`config.mk`:
```
export PLATFORM = sky130hd
export DESIGN_NAME = ser_arbiter
export DESIGN_NICKNAME = d
export VERILOG_FILES = /design/src/rtl/ser_arb_pkg.sv /design/src/rtl/rr_pick.sv /design/src/rtl/ser_arbiter.sv
export SDC_FILE = /design/constraint.sdc
export NUM_CORES = 1
export LEC_CHECK = 0
export CORE_UTILIZATION = 34
export CTS_BUF_LIST = sky130_fd_sc_hd__clkbuf_4
export DETAILED_ROUTE_END_ITERATION = 12
export PLACE_DENSITY = 0.77
export SLEW_MARGIN = 20
export SYNTH_ARGS = -nofsm -noshare
export SYNTH_HDL_FRONTEND = slang
export SYNTH_SLANG_ARGS = --single-unit
```
`constraint.sdc`:
```
create_clock -name Clk -period 1.77 [get_ports Clk]
set_input_delay 0.4425 -clock Clk [delete_from_list [all_inputs] [get_ports Clk]]
set_output_delay 0.4425 -clock Clk [all_outputs]
set_load 0.02 [all_outputs]
```
`src/rtl/ser_arb_pkg.sv`:
```
// Shared types and defaults for the serializer arbiter.
package ser_arb_pkg;

  typedef enum logic [1:0] {
    IDLE  = 2'd0,
    START = 2'd1,
    SHIFT = 2'd2
  } arb_state_t;

  localparam int DEF_LOGWIDTH = 5;

  // Index reached by stepping 'off' places from 'base', wrapping at n.
  function automatic int wrap_idx(input int base, input int off, input int n);
    int sum;
    sum = base + off;
    if (sum >= n) sum = sum - n;
    return sum;
  endfunction

endpackage

```
`src/rtl/rr_pick.sv`:
```
// Combinational round-robin selector: first set Req bit at or after Ptr, wrapping.
module rr_pick import ser_arb_pkg::*; #(
  parameter int NREQ = 4,
  parameter int IDXW = $clog2(NREQ)
) (
  input  logic [NREQ-1:0] Req,
  input  logic [IDXW-1:0] Ptr,
  output logic [IDXW-1:0] Winner,
  output logic            Valid
);

  // Scan from the farthest offset down so the closest requester wins last.
  always_comb begin
    Winner = '0;
    Valid  = 1'b0;
    for (int k = NREQ - 1; k >= 0; k--) begin
      if (Req[wrap_idx(int'(Ptr), k, NREQ)]) begin
        Winner = IDXW'(wrap_idx(int'(Ptr), k, NREQ));
        Valid  = 1'b1;
      end
    end
  end

endmodule

```
`src/rtl/ser_arbiter.sv`:
```
// Round-robin arbiter feeding one shared serializer (IDLE -> START -> SHIFT).
// Optional start timeout with sticky Err: define SER_ARB_TIMEOUT_EN.
module ser_arbiter import ser_arb_pkg::*; #(
  parameter int NREQ     = 4,
  parameter int LOGWIDTH = DEF_LOGWIDTH,
  parameter int TMO_CYC  = 8
) (
  input  logic                         Clk,
  input  logic                         Srst,
  input  logic [NREQ-1:0]              Req,
  input  logic [NREQ*(2**LOGWIDTH)-1:0] Data,
  output logic [NREQ-1:0]              Grant,
  output logic                         Ser_Init,
  output logic [(2**LOGWIDTH)-1:0]     Ser_Data,
  input  logic                         Ser_Ready,
  output logic                         Busy,
`ifdef SER_ARB_TIMEOUT_EN
  output logic                         Err,
`endif
  output logic [$clog2(NREQ)-1:0]      Owner
);

  localparam int W    = 2**LOGWIDTH;
  localparam int IDXW = $clog2(NREQ);

  arb_state_t      state_reg, state_next;
  logic [IDXW-1:0] ptr_reg, ptr_next;
  logic [NREQ-1:0] grant_reg, grant_next;
  logic [W-1:0]    ser_data_reg, ser_data_next;
  logic [IDXW-1:0] owner_reg, owner_next;
  logic [IDXW-1:0] pick_idx;
  logic            pick_valid;
  logic [W-1:0]    data_words [NREQ];

`ifdef SER_ARB_TIMEOUT_EN
  localparam int CNTW = $clog2(TMO_CYC + 1);
  logic [CNTW-1:0] cnt_reg, cnt_next;
  logic            err_reg, err_next;
`endif

  genvar gi;
  generate
    for (gi = 0; gi < NREQ; gi++) begin : g_words
      assign data_words[gi] = Data[gi*W +: W];
    end
  endgenerate

  rr_pick #(.NREQ(NREQ), .IDXW(IDXW)) u_pick (
    .Req    (Req),
    .Ptr    (ptr_reg),
    .Winner (pick_idx),
    .Valid  (pick_valid)
  );

  always_comb begin
    state_next    = state_reg;
    ptr_next      = ptr_reg;
    grant_next    = '0;
    ser_data_next = ser_data_reg;
    owner_next    = owner_reg;
`ifdef SER_ARB_TIMEOUT_EN
    cnt_next      = cnt_reg;
    err_next      = err_reg;
`endif
    case (state_reg)
      IDLE: begin
        if (Ser_Ready && pick_valid) begin
          grant_next[pick_idx] = 1'b1;
          ser_data_next        = data_words[pick_idx];
          owner_next           = pick_idx;
          ptr_next             = (pick_idx == IDXW'(NREQ - 1)) ? '0 : pick_idx + IDXW'(1);
          state_next           = START;
`ifdef SER_ARB_TIMEOUT_EN
          cnt_next             = '0;
`endif
        end
      end
      START: begin
        if (!Ser_Ready) begin
          state_next = SHIFT;
        end
`ifdef SER_ARB_TIMEOUT_EN
        // Serializer never acknowledged the start: give up and flag it.
        else if (cnt_reg == CNTW'(TMO_CYC - 1)) begin
          err_next   = 1'b1;
          state_next = IDLE;
        end else begin
          cnt_next = cnt_reg + CNTW'(1);
        end
`endif
      end
      SHIFT: begin
        if (Ser_Ready) state_next = IDLE;
      end
      default: state_next = IDLE;
    endcase
  end

  always_ff @(posedge Clk) begin
    if (Srst) begin
      state_reg    <= IDLE;
      ptr_reg      <= '0;
      grant_reg    <= '0;
      ser_data_reg <= '0;
      owner_reg    <= '0;
`ifdef SER_ARB_TIMEOUT_EN
      cnt_reg      <= '0;
      err_reg      <= 1'b0;
`endif
    end else begin
      state_reg    <= state_next;
      ptr_reg      <= ptr_next;
      grant_reg    <= grant_next;
      ser_data_reg <= ser_data_next;
      owner_reg    <= owner_next;
`ifdef SER_ARB_TIMEOUT_EN
      cnt_reg      <= cnt_next;
      err_reg      <= err_next;
`endif
    end
  end

  // Ser_Init is decoded from the registered state, so it drops with the move to SHIFT.
  assign Grant    = grant_reg;
  assign Ser_Init = (state_reg == START);
  assign Ser_Data = ser_data_reg;
  assign Owner    = owner_reg;
  assign Busy     = (state_reg != IDLE);
`ifdef SER_ARB_TIMEOUT_EN
  assign Err      = err_reg;
`endif

endmodule

```
==> results of run 1 <==
-- cells in the mapped netlist (2+ instances only) --
cell	n
a21boi_0	32
a21oi_1	4
and2b_1	2
and3_1	37
buf_2	5
buf_4	4
buf_6	7
clkbuf_1	10
clkbuf_2	3
dfxtp_1	42
ha_1	4
inv_1	3
mux2i_1	32
nand2_1	41
nor2_2	2
nor2b_1	3
o211ai_1	32
o21ai_0	2
o21ai_1	31
o21bai_1	2
-- metal layers --
layer	routed length, um	up-vias	track usage (%)	share of wire [%]
met3	548	13	4.48	6.1
met2	4450	112	38.1	50
met4	153	0	5.11	1.7
met5	0	-	0	0
li1	-	1489	-	-
met1	3830	1324	25.2	43
-- power by group --
group / leakage, nW / total (mW) / switching [mW] / internal, mW
Clock: 0.0528 / 0.770 / 0.335 / 0.435
Sequential: 0.344 / 1.10 / 0.0520 / 1.05
Combinational: 1.77 / 1.30 / 0.595 / 0.701
-- how the worst min path moves through the flow --
stage / cells past startpoint / end / from / slack (ns)
finish: 2 / Owner[1]$_SDFFE_PP0P_ / Owner[1]$_SDFFE_PP0P_ / 0.47
CTS: 2 / Owner[1]$_SDFFE_PP0P_ / Owner[1]$_SDFFE_PP0P_ / 0.47
detailed placement: 2 / Owner[0]$_SDFFE_PP0P_ / Owner[0]$_SDFFE_PP0P_ / 0.45
floorplan: 2 / ptr_reg[1]$_SDFFE_PP0P_ / ptr_reg[1]$_SDFFE_PP0P_ / 0.47
global route: 2 / Owner[1]$_SDFFE_PP0P_ / Owner[1]$_SDFFE_PP0P_ / 0.51
global placement: 2 / Owner[0]$_SDFFE_PP0P_ / Owner[0]$_SDFFE_PP0P_ / 0.45
-- cell families after synthesis --
| family | share of synthesized area, % |
|---|---|
| buffers and inverters | 7.74 |
| and+or+nand+nor | 17.6 |
| muxes | 12.2 |
| adders and majority gates | 1.90 |
| AOI/OAI and AO/OA | 28.4 |
| xor gates and xnor gates | 0.332 |
| DFF | 31.9 |
-- final cells by class --
cell class / instances / area, um2
clock buffer: 5 / 37.5
clock inverter: 3 / 63.8
fill: 652 / 2640
inverter: 4 / 17.5
multi-input combinational: 234 / 1630
sequential: 42 / 842
tap: 99 / 124
timing repair buffer: 203 / 2020
-- tightest hold or removal path: stages, from the launching register on --
cell and delay (ns):
dfxtp_1 0.34, nand2_1 0.05, a21oi_1 0.06
-- through the flow --
step | setup TNS (ns) | std cells | hold slack, ns | power [mW]
2_1_floorplan | 0 | 309 | 0.467 | 1.78
6_report | 0 | 590 | 0.469 | 3.17
5_1_grt | 0 | 590 | 0.506 | 3.34
4_1_cts | 0 | 590 | 0.474 | 3.20
3_5_place_dp | -20.40 | 579 | 0.454 | 2.47
3_3_place_gp | -18.41 | 579 | 0.447 | 2.45
-- timing repair --
item / 4_1_cts / 5_1_grt
gates resized for setup: 40 / 19
cloned: 1 / 0
setup buffers: 2 / 0
pin swaps: 2 / 1
endpoints found under the setup margin: 65 / 43
==> reports/metrics.yaml, run 1 <==
outcome: "finished, final reports clean"
die_width_um: 90.1
vias_per_cell: 4.98
total_leakage_power_nw: 2.17
synth_top_area_share_pct: 31.9
grt_pass1_vias: 2860
r2r-start: "ptr_reg[0]$_SDFFE_PP0P_"
crit_buf_inv: 2
skew_ns: 0.0174
synth-async-reset-ratio_pct: 0
initial_core_util_pct: 35.8
reg2reg_depth: 8
cellPowerDensity_mw_per_mm2: 670
tritoncts: "done"
reg2reg_to: "Ser_Data[28]$_SDFFE_PP0P_"
yosysTopAreaCell: "dfxtp_1"
final_cell_mix: "130 x clkdlybuf4s50_1, 41 x dfxtp_1, 40 x nand2_1"
grt-ovfl-total: 0
grt_max_degree: 35
routed_wl_mm: 8.98
period_share_pct: 96.5
slew_headroom_pct: 80.1
cap_violations: 0
fin_ws_ns: 0.0618
startpoint_type: "flip-flop"
hold_path.class: "reg -> reg"
place_ws_ns: -0.581
portBuffers: 174
arrival_ns: 1.27
clkTransAtPathRegs_ns: 0.14
grt_first_pass_wirelength_mm: 14.0
io_pins: 175
drt-pass1-iter-count: 6
dpl.hpwl_mm: 6.70
ir_drop_mv: 0.334
dpl_cell_area_mm2: 0.00461
yosys_most_used_dff: "dfxtp_1"
layout.cells.most_common: "clkdlybuf4s50_1"
path_class: "reg -> out"
row_count: 31
avgRoutedWirePerCell_um: 15.2
setup_viol: 0
cts_buffers: 5
period_needed_ns: 1.71
critPathMaxFanout: 3
antenna_cells: 0
syn2layout_area_growth_pct: 79.4
clock_latency_ns: 0.36
drc: 0
largest_reg_flops: 32
synth_seq_cells: 42
final_area_mm2: 0.00473
core_area_mm2: 0.00737
required_ns: 1.33
cp_slowest_stage_delay_ns: 0.38
syn_avg_cell_area_um2: 8.53
ys_seq_area_share_pct: 31.9
critical_path.cell_chain: "nor2_4 > inv_1 > dlygate4sd2_1"
endpoint_kind: "output port"
die_h_um: 90.1
crit_cells: 3
place.gp.congestion: 0.805
layout-drive-gt1-share_pct: 10.4
drt_iter0_drc: 82
synth_cells: 309
cts-root-buf: "clkbuf_4"
reg2reg_slack_ns: 0.12
cp_top_family: "flip-flops"
clockBufferDepth: 2
num_vias: 2938
synth_cell_types: 31
cts_hold_buf: 0
syn_area_mm2: 0.00264
synth_edf_count: 0
nNetsFinal: 629
hold_viol: 0
ant_nets: 0
final_util_pct: 64.2
clock-sinks: 42
antenna_found_initial: 0
htreeDepth: 2
ys.warnings.count: 0
synth_nets: 448
crit_end: "Busy"
setup.worst_path.start: "state_reg[1]$_SDFFE_PP0P_"
maxSlewViolCount: 0
yosys-top-cells-area: "dfxtp_1 32%, mux2i_1 12%, a21boi_0 9.1%"
tightest_slew_ns: 0.298
dieArea_mm2: 0.00811
track_usage_pct: 21.1
critPathSlowestCell: "dfxtp_1"
fmax_mhz: 585
grt_setup_unrepaired: "no"
No activity file was read; power rests on OpenSTA's default activity.
==> run 2, diff against run 1 <==
--- a/config.mk
+++ b/config.mk
@@ -5,6 +5,7 @@
 export SDC_FILE = /design/constraint.sdc
 export NUM_CORES = 1
 export LEC_CHECK = 0
+export CAP_MARGIN = 20
 export CORE_UTILIZATION = 34
 export CTS_BUF_LIST = sky130_fd_sc_hd__clkbuf_4
 export DETAILED_ROUTE_END_ITERATION = 12
==> results of run 2 <==
Same layout as run 1: the final DEF is identical, and so are final timing and power.
==> edit: new RTL, flow settings as in run 1 <==
The option `SER_ARB_TIMEOUT_EN` is turned on by a define.
--- a/src/rtl/ser_arbiter.sv
+++ b/src/rtl/ser_arbiter.sv
@@ -1,4 +1,6 @@
 // Round-robin arbiter feeding one shared serializer (IDLE -> START -> SHIFT).
 // Optional start timeout with sticky Err: define SER_ARB_TIMEOUT_EN.
+`define SER_ARB_TIMEOUT_EN
+
 module ser_arbiter import ser_arb_pkg::*; #(
   parameter int NREQ     = 4,
Formal check against the unedited RTL (old outputs only; new: Err): same outputs for any inputs over 4 cycles, from zero or initial values and one cycle with Srst high; that may be too few to reach the edited logic, so the function may still have changed.
==> edit against run 1 <==
- cell area grew 2.6%
- global-route usage grew 1.7 points
- fmax shrank 2.1%
- routed wire length grew 6.1%
- area after synthesis shrank 4.3%
- sequential cell count grew 5
- utilization grew 3.1 points
- hold slack lost 22 ps
- setup slack lost 37 ps
- clock power shrank 32%
- register-to-register slack lost 90 ps
- critical path depth grew 4
- power shrank 5.0%
- critical path type is now input pin to flip-flop
- largest cell class unchanged
==> edit: results (changes against run 1) <==
[global_route]
grt_usage_pct=22.8  ; +1.7 points
grt_pass1_vias=2880  ; +0.70%
grt_pass1_wl_mm=13.6  ; -2.7%
grt_util_met3_pct=6.13  ; +1.6 points
grt_start_max_net_pins=37  ; +5.7%

[worst_hold_path]
hp-start=Ser_Ready
hold_class=input pin to flip-flop

[synth]
synth_common_cells=dfxtp_1 (47), mux2i_1 (33), nand3_1 (33), a32oi_1 (32), o211ai_1 (32)
synth_area_leaders=dfxtp_1 (37%), mux2i_1 (13%), a32oi_1 (11%), o211ai_1 (9.5%), nand3_1 (6.5%)
syn_nets=398  ; -11%

[placement]
globalplace.congestion=0.792  ; -1.7%

[worst_setup_path]
slowest_delay_ps=470  ; +90 ps
reg2reg_depth=6  ; -2
cp_max_fo=7  ; +4
reg2reg_to=Ser_Data[5]
cp.arrival_ps=2030  ; +760 ps

[detailed_routing]
firstDrtPassIters=5  ; -1
wirelength_met1_mm=3.78  ; -1.1%
wl_met2_mm=4.80  ; +7.9%

[sta]
layout_min_cycle_time_ps=1750  ; +37.0 ps
skew_ps=8.20  ; -9.20 ps

[run_status]
status=finished, final reports clean

[cells_and_area]
clock_cell_area_share_pct=1.19  ; -0.96 points
buffers=214  ; +5.4%
nNetsFinal=595  ; -5.4%
drive_above_1_share_pct=16.0  ; +5.6 points

[power]
powerDensity_nw_per_um2=620  ; -7.4%
p_seq_w=0.00123  ; +12%
p_total_w=0.00301  ; -5.0%

==> edit: changes by cell type in the layout (fill, tap and decap cells not counted), moves of 28 or more <==
| cell | before | now |
|---|---|---|
| o21ai_1 | 32 | 0 |
| a21boi_0 | 32 | 0 |
| nand2_1 | 40 | 7 |
| a32oi_1 | 0 | 28 |
| nand3_1 | 0 | 33 |
| and3_1 | 36 | 0 |
==> edit: kinds of logic after synthesis <==
group | count (synthesis) | synth area share (%)
compound gates | 78 | 25.4
xor+xnor | 4 | 1.39
fa+ha+maj | 5 | 2.48
buf+inv | 28 | 6.05
flops | 47 | 37.3
mux | 33 | 13.1
simple gates | 63 | 14.3
==> edit: worst register-to-register path, cell delays in order (launching register included) <==
cell,delay [ps]
dfxtp_4,410
mux2i_1,210
nor2_1,90
o31a_2,400
buf_12,180
a32oi_1,230
o211ai_1,130
